[src/rtl/mem_responder.sv]
// -----------------------------------------------------------------------------
// mem_responder
//
// Memory-side responder for the mem_intf read/write strobe protocol. It holds
// a DEPTH x WIDTH register array, answers single-cycle read/write strobes and
// keeps protocol-checking status: a collision flag, an uninitialised-read flag
// and two saturating access counters.
//
// Ports
//   clk, rst_n     : clock, asynchronous active-low reset
//   read, write    : access strobes, sampled on the rising edge
//   addr, data_in  : word address and write data
//   data_out       : registered read data, held until the next accepted read
//   rd_valid       : one-cycle pulse, data_out was loaded on this edge
//   clr_status     : synchronous clear of flags and counters
//   err_collision  : sticky, read and write were high together
//   err_uninit     : sticky, a never-written location was read
//   wr_count       : accepted writes, saturating
//   rd_count       : accepted reads, saturating
// -----------------------------------------------------------------------------
module mem_responder #(
  parameter int DEPTH = 32,
  parameter int WIDTH = 8,
  parameter int CNT_W = 16,
  localparam int AW   = $clog2(DEPTH)
) (
  input  logic             clk,
  input  logic             rst_n,
  input  logic             read,
  input  logic             write,
  input  logic [AW-1:0]    addr,
  input  logic [WIDTH-1:0] data_in,
  output logic [WIDTH-1:0] data_out,
  output logic             rd_valid,
  input  logic             clr_status,
  output logic             err_collision,
  output logic             err_uninit,
  output logic [CNT_W-1:0] wr_count,
  output logic [CNT_W-1:0] rd_count
);

  // Access type, decoded directly from {read, write}.
  typedef enum logic [1:0] {
    ACC_IDLE  = 2'b00,
    ACC_WRITE = 2'b01,
    ACC_READ  = 2'b10,
    ACC_COLL  = 2'b11
  } acc_e;

  localparam logic [CNT_W-1:0] CNT_MAX = '1;

  acc_e             acc;
  logic [WIDTH-1:0] mem     [DEPTH];
  logic [DEPTH-1:0] written;

  assign acc = acc_e'({read, write});

  // ---------------------------------------------------------------------------
  // Storage array and written bitmap
  // ---------------------------------------------------------------------------
  // NOTE: the array must read back as zero after reset, so it is built from
  // resettable flops rather than a RAM macro; a RAM cannot be reset this way.
  always_ff @(posedge clk or negedge rst_n) begin
    if (!rst_n) begin
      for (int i = 0; i < DEPTH; i++) begin
        mem[i] <= '0;
      end
      written <= '0;
    end else if (acc == ACC_WRITE) begin
      // NOTE: sequential state uses non-blocking assignments so every flop
      // samples pre-edge values, independent of block ordering.
      mem[addr]     <= data_in;
      written[addr] <= 1'b1;
    end
  end

  // ---------------------------------------------------------------------------
  // Read data path
  // ---------------------------------------------------------------------------
  always_ff @(posedge clk or negedge rst_n) begin
    if (!rst_n) begin
      data_out <= '0;
      rd_valid <= 1'b0;
    end else begin
      rd_valid <= 1'b0;
      if (acc == ACC_READ) begin
        data_out <= mem[addr];
        rd_valid <= 1'b1;
      end
    end
  end

  // ---------------------------------------------------------------------------
  // Status: sticky flags and saturating counters
  // ---------------------------------------------------------------------------
  always_ff @(posedge clk or negedge rst_n) begin
    if (!rst_n) begin
      err_collision <= 1'b0;
      err_uninit    <= 1'b0;
      wr_count      <= '0;
      rd_count      <= '0;
    end else begin
      case (acc)
        ACC_WRITE: begin
          if (wr_count != CNT_MAX) wr_count <= wr_count + 1'b1;
        end
        ACC_READ: begin
          if (rd_count != CNT_MAX) rd_count <= rd_count + 1'b1;
          if (!written[addr])      err_uninit <= 1'b1;
        end
        ACC_COLL: begin
          err_collision <= 1'b1;
        end
        default: ;
      endcase
      // Placed last so the clear overrides any set or increment on this edge.
      if (clr_status) begin
        err_collision <= 1'b0;
        err_uninit    <= 1'b0;
        wr_count      <= '0;
        rd_count      <= '0;
      end
    end
  end

endmodule
[config.mk]
export PLATFORM = sky130hd
export DESIGN_NAME = mem_responder
export DESIGN_NICKNAME = d
export VERILOG_FILES = /design/src/rtl/mem_responder.sv
export SDC_FILE = /design/constraint.sdc
export NUM_CORES = 1
export LEC_CHECK = 0
export ABC_AREA = 1
export CORE_UTILIZATION = 55
export DETAILED_ROUTE_END_ITERATION = 6
export HOLD_SLACK_MARGIN = 0.08
export PLACE_DENSITY = 0.76
export SYNTH_ARGS = -nofsm -noshare
export SYNTH_HDL_FRONTEND = slang
export SYNTH_SLANG_ARGS = --single-unit
[constraint.sdc]
create_clock -name clk -period 1.65 [get_ports clk]
set_clock_uncertainty 0.05 [all_clocks]
set_input_delay 0.33 -clock clk [delete_from_list [all_inputs] [get_ports clk]]
set_output_delay 0.33 -clock clk [all_outputs]
set_load 0.01 [all_outputs]
# Yosys cells after proc, flatten, opt, wreduce, memory -nomap -nowiden
# Cells that the tools add are included.
[totals]
out_inout_bits = 43
ramBits = 0
rom_bits = 0
ff_bits = 331
inputBits = 18
n_memories = 0
elab_cells = 85
latch_bits = 0
[classes]
muxes = 22
reduce_logical = 10
mul = 0
addsub = 2
bitwise_logic = 2
shift = 0
eq_ne = 6
n_div = 0
order_cmp = 4
[ops]
columns = ["op", "n"]
rows = [
  ["$bwmux W256", 1],
  ["$mux W16", 6],
  ["$bmux W8 S5", 1],
  ["$demux W8 S5", 1],
  ["$add A16 B1 Y16 const B", 2],
  ["$ne A16 B16 Y1 const B", 2],
  ["$or A32 B32 Y32", 1],
  ["$mux W8", 3],
  ["$reduce_bool A2 Y1", 5],
  ["$mux W1", 8],
  ["$ge A6 B6 Y1 const B", 1],
  ["$lt A5 B6 Y1 const B", 1],
  ["$lt A6 B1 Y1 const B", 1],
  ["$not A5 Y6", 1],
  ["$reduce_and A2 Y1", 3],
  ["$bmux W1 S5", 1],
  ["$demux W1 S5", 1],
  ["$ge A5 B1 Y1 const B", 1],
  ["$eq A2 B2 Y1 const B", 2],
  ["$eq A2 B1 Y1 const B", 1],
  ["$logic_and A1 B1 Y1", 2],
  ["$ne A2 B2 Y1 const B", 1],
]

# Depth between registers and ports, before layout
[logic_depth]
word_depth = 6
ltp_mapped = 12
depth_no_buf = 11

# Worst setup path before layout
# Ideal clock, no wire load.
[synth_path]
path_kind = "reg2reg"
from = "register wr_count[0]"
to = "register wr_count[14]"
slack_ns = -0.199
path_buffers = 1
t_arrival_ns = 1.673
path_stages_with_launch = 9
required_ns = 1.474
setup_ns = 0.126
period_less_slack_ns = 1.849
path_cell_list = "dfrtp_1 ha_1 nand3_1 nor3_2 and2_1 nand2_1 a21oi_4 buf_2 o21ai_0"
[synth_via]
elab_chain_len = 4
word_cells_on_any_way = 7
classes_between = "add/sub (1); eq/ne (1); mux (3); reduce/logical (2)"
[synth_rtl]
columns = ["item", "line_no", "source"]
rows = [
  ["start, declared", "38", "output logic [CNT_W-1:0] wr_count,"],
  ["start signal, assigned", "105", "if (wr_count != CNT_MAX) wr_count <= wr_count + 1'b1;"],
  ["$add A16 B1 Y16", "105", ""],
  ["$mux W16", "105", ""],
  ["$mux W16", "103", "case (acc)"],
  ["$mux W16", "117", "if (clr_status) begin"],
]
# Several ways; a longest one is shown, not always the timed one. The select of a mux whose other input is x is not followed.
# A chain may end at the register's enable or synchronous reset.

# Worst setup path in the final report
[layout_path]
from = "register data_out[4]"
to = "output port data_out[4]"
[layout_rtl]
columns = ["item", "line_no", "source"]
rows = [
  ["start, declared", "33", "output logic [WIDTH-1:0] data_out,"],
  ["start signal, assigned", "87", "data_out <= mem[addr];"],
]
# No word-level cell between the ends.

==> results.cfg <==
[status]
status = complete, no violations

[floorplanning]
fp.dieH_um = 168.2
fp.dieW_um = 168.2
io_pins = 61
coreArea_um2 = 27030
start_util = 0.5621
die_area_um2 = 28290
row_count = 60

[power_and_ir_drop]
ir_drop_mv = 0.9020
total_power_mw = 19.83
power_leakage_nw = 9.365
power_density_nw_per_um2 = 1053

[logic_synthesis]
ys_types = 31
ys_seq_area_frac = 0.5453
syn-num-nets = 1953
synthFlopType = dfrtp_1
synth_area_um2 = 15190
synth_common_cells = 862 x nand2_1, 331 x dfrtp_1, 225 x o21ai_0
synth_top_cell_area_share = 0.5453
synth_edf_count = 0
ys_async_sr_fraction = 1.000
synth_seq_cells = 331
yosysTopAreaCell = dfrtp_1
synthTopCellsByArea = dfrtp_1 55%, nand2_1 21%, o21ai_0 7.4%
syn_inst = 1933
synth.most_common_cell = nand2_1
syn_area_per_cell_um2 = 7.859
synth_warnings = 0

[cts]
cts-root-buf = clkbuf_16
cts_tree = built
cts.path.max_buffers = 3
cts.sinks = 331
clkTransAtPathRegs_ns = 0.06
cts_made_buffers = 36
clk_latency_ns = 0.52
htreeDepth = 2

[detailed_routing]
drt-vias-per-instance = 5.657
drt_iter0_markers = 1436
drt_wl_total_um = 43130
drc = 0
num_vias = 13900
antenna_left = 0
wl_met2_um = 19970
top_layer_used = met4
wl_met1_um = 17840
post_drt_wl_per_cell_um = 17.55
dr.pass1.iters = 6
route.met3.wl_um = 3896

[sta]
slew_violations = 0
timing.hold.ws_ns = 0.2013
tightest_slew_ns = 0.5104
setup_viol = 0
setup_slack_ns = 0.01767
final.setup.tns_ns = 0
finalHoldViolations = 0
finalCriticalPeriod_ns = 1.632
max_freq_mhz = 612.6
finalCritPeriodShare = 0.9893
rsz0062_at_grt = true
max_slew_margin = 0.6571

[worst_setup_path]
max_stage_delay_ns = 0.44
worstPathRequired_ns = 1.27
critPathBufInv = 1
cp_slowest_cell = dfrtp_1
start_kind = flop
cp_max_fo = 2
critPathCaptureType = primary output
critical_path.cell_chain = clkdlybuf4s15_1
crit_type = flop to primary output
critPathTopFamily = flip-flops
worstPathArrival_ns = 1.25

[layout]
areaGrowthSynthToFinish_pct = 23.98
utilization = 0.6969
drive_gt1_frac = 0.1498
fin_cells = 2457
num_antenna_cells = 0
num-nets-final = 2110
fin_area_um2 = 18830

[placement]
io_buffers = 60
dp_slack_ns = -0.6835
globalplace.congestion = 0.9463
dp_hpwl_um = 27790
dp.cells = 2374
dpl_cell_area_um2 = 17450

[global_routing]
grt_max_degree = 79
antenna_found_initial = 0
grtUsageTotal = 0.3127
overflow = 0
grt_first_pass_wirelength_um = 69630
first_global_vias = 13340

[job]
maxCapViolCount = 0

[worst_hold_path]
worstHoldPathType = input pin to asynchronous set/reset pin
[sequential cells by signal, indices dropped and copies added, names as in the netlist]
name / flops
wr_count: 16
err_collision: 1
mem: 256
data_out: 8
rd_valid: 1
written: 32
err_uninit: 1
rd_count: 16
[placed cells by master, fill, tap and decap left out, drive strengths merged, types with 2 or more instances in the layout]
cell type	n
a21oi	22
a31o	3
buf	183
bufinv	2
clkbuf	54
clkdlybuf4s15	9
clkdlybuf4s50	11
clkinv	8
dfrtp	331
dlygate4sd2	15
dlymetal6s2s	3
ha	2
inv	91
nand2	872
nand3	61
nand3b	2
nand4	33
nor2	73
nor3	16
o21ai	295
or2	10
xor2	15
[cell families (layout without fill, tap and decap cells)]
| logic type | after synthesis | after routing | share of synthesized area |
|---|---|---|---|
| and+or+nand+nor | 1068 | 1068 | 0.2840 |
| AOI/OAI and AO/OA | 321 | 321 | 0.1075 |
| xor gates and xnor gates | 16 | 16 | 0.009225 |
| buffers and inverters | 195 | 378 | 0.05238 |
| adders and majority gates | 2 | 2 | 0.001647 |
| DFF | 331 | 331 | 0.5453 |
[power by group]
group          switching [mW]  internal [mW]  leakage, nW  total [mW]
Sequential              0.536           8.97         4.27        9.51
Combinational            1.40          0.921         4.52        2.32
Clock                    3.25           4.75        0.581        8.00
Total                    5.18           14.6         9.37        19.8
[what timing repair did]
item | 4_1_cts | 5_1_grt
endpoints found under the setup margin | 80 | 165
gates cloned | 0 | 2
hold buffers | 1 | 0
pin swaps | 3 | 6
resized for setup | 122 | 46
hold endpoints to repair | 331 | 0
setup buffers | 8 | 8
[per-layer routing]
metal / track usage / vias to the layer above
li1: - / 6489
met3: 0.07005 / 111
met2: 0.4964 / 661
met5: 0 / -
met4: 0.1111 / 0
met1: 0.4252 / 6638
[layout make-up]
cell class | instances | area, um2
tap | 341 | 426.7
timing repair buffer | 224 | 2301
inverter | 90 | 345.3
multi-input combinational | 1407 | 6296
sequential | 331 | 8292
clock buffer | 52 | 1052
fill | 2102 | 8193
clock inverter | 12 | 120.1
[worst reg2reg max path: stages (launching register included)]
cell and delay, ns:
dfrtp_2 0.39, ha_4 0.15, nand3_4 0.10, nor3_4 0.15, and2_4 0.19, nand2_4 0.06, a21oi_4 0.16, buf_12 0.16
nand2_1 0.05, o21ai_1 0.08
[path summary, 6_finish.rpt]
path / start / to / slack [ns] / cells after the start
max reg2reg: wr_count[0]$_DFFE_PN0P_ / wr_count[5]$_DFFE_PN0P_ / 0.04 / 9
max in group asynchronous: rst_n / wr_count[0]$_DFFE_PN0P_ / 0.63 / 3
min in group clk: written[28]$_DFFE_PN0P_ / written[28]$_DFFE_PN0P_ / 0.39 / 2
min: rst_n / mem[149]$_DFFE_PN0P_ / 0.20 / 2
min reg2reg: written[28]$_DFFE_PN0P_ / written[28]$_DFFE_PN0P_ / 0.39 / 2
max: data_out[4]$_DFFE_PN0P_ / data_out[4] / 0.02 / 1
Power figures use the tool's default switching activity.
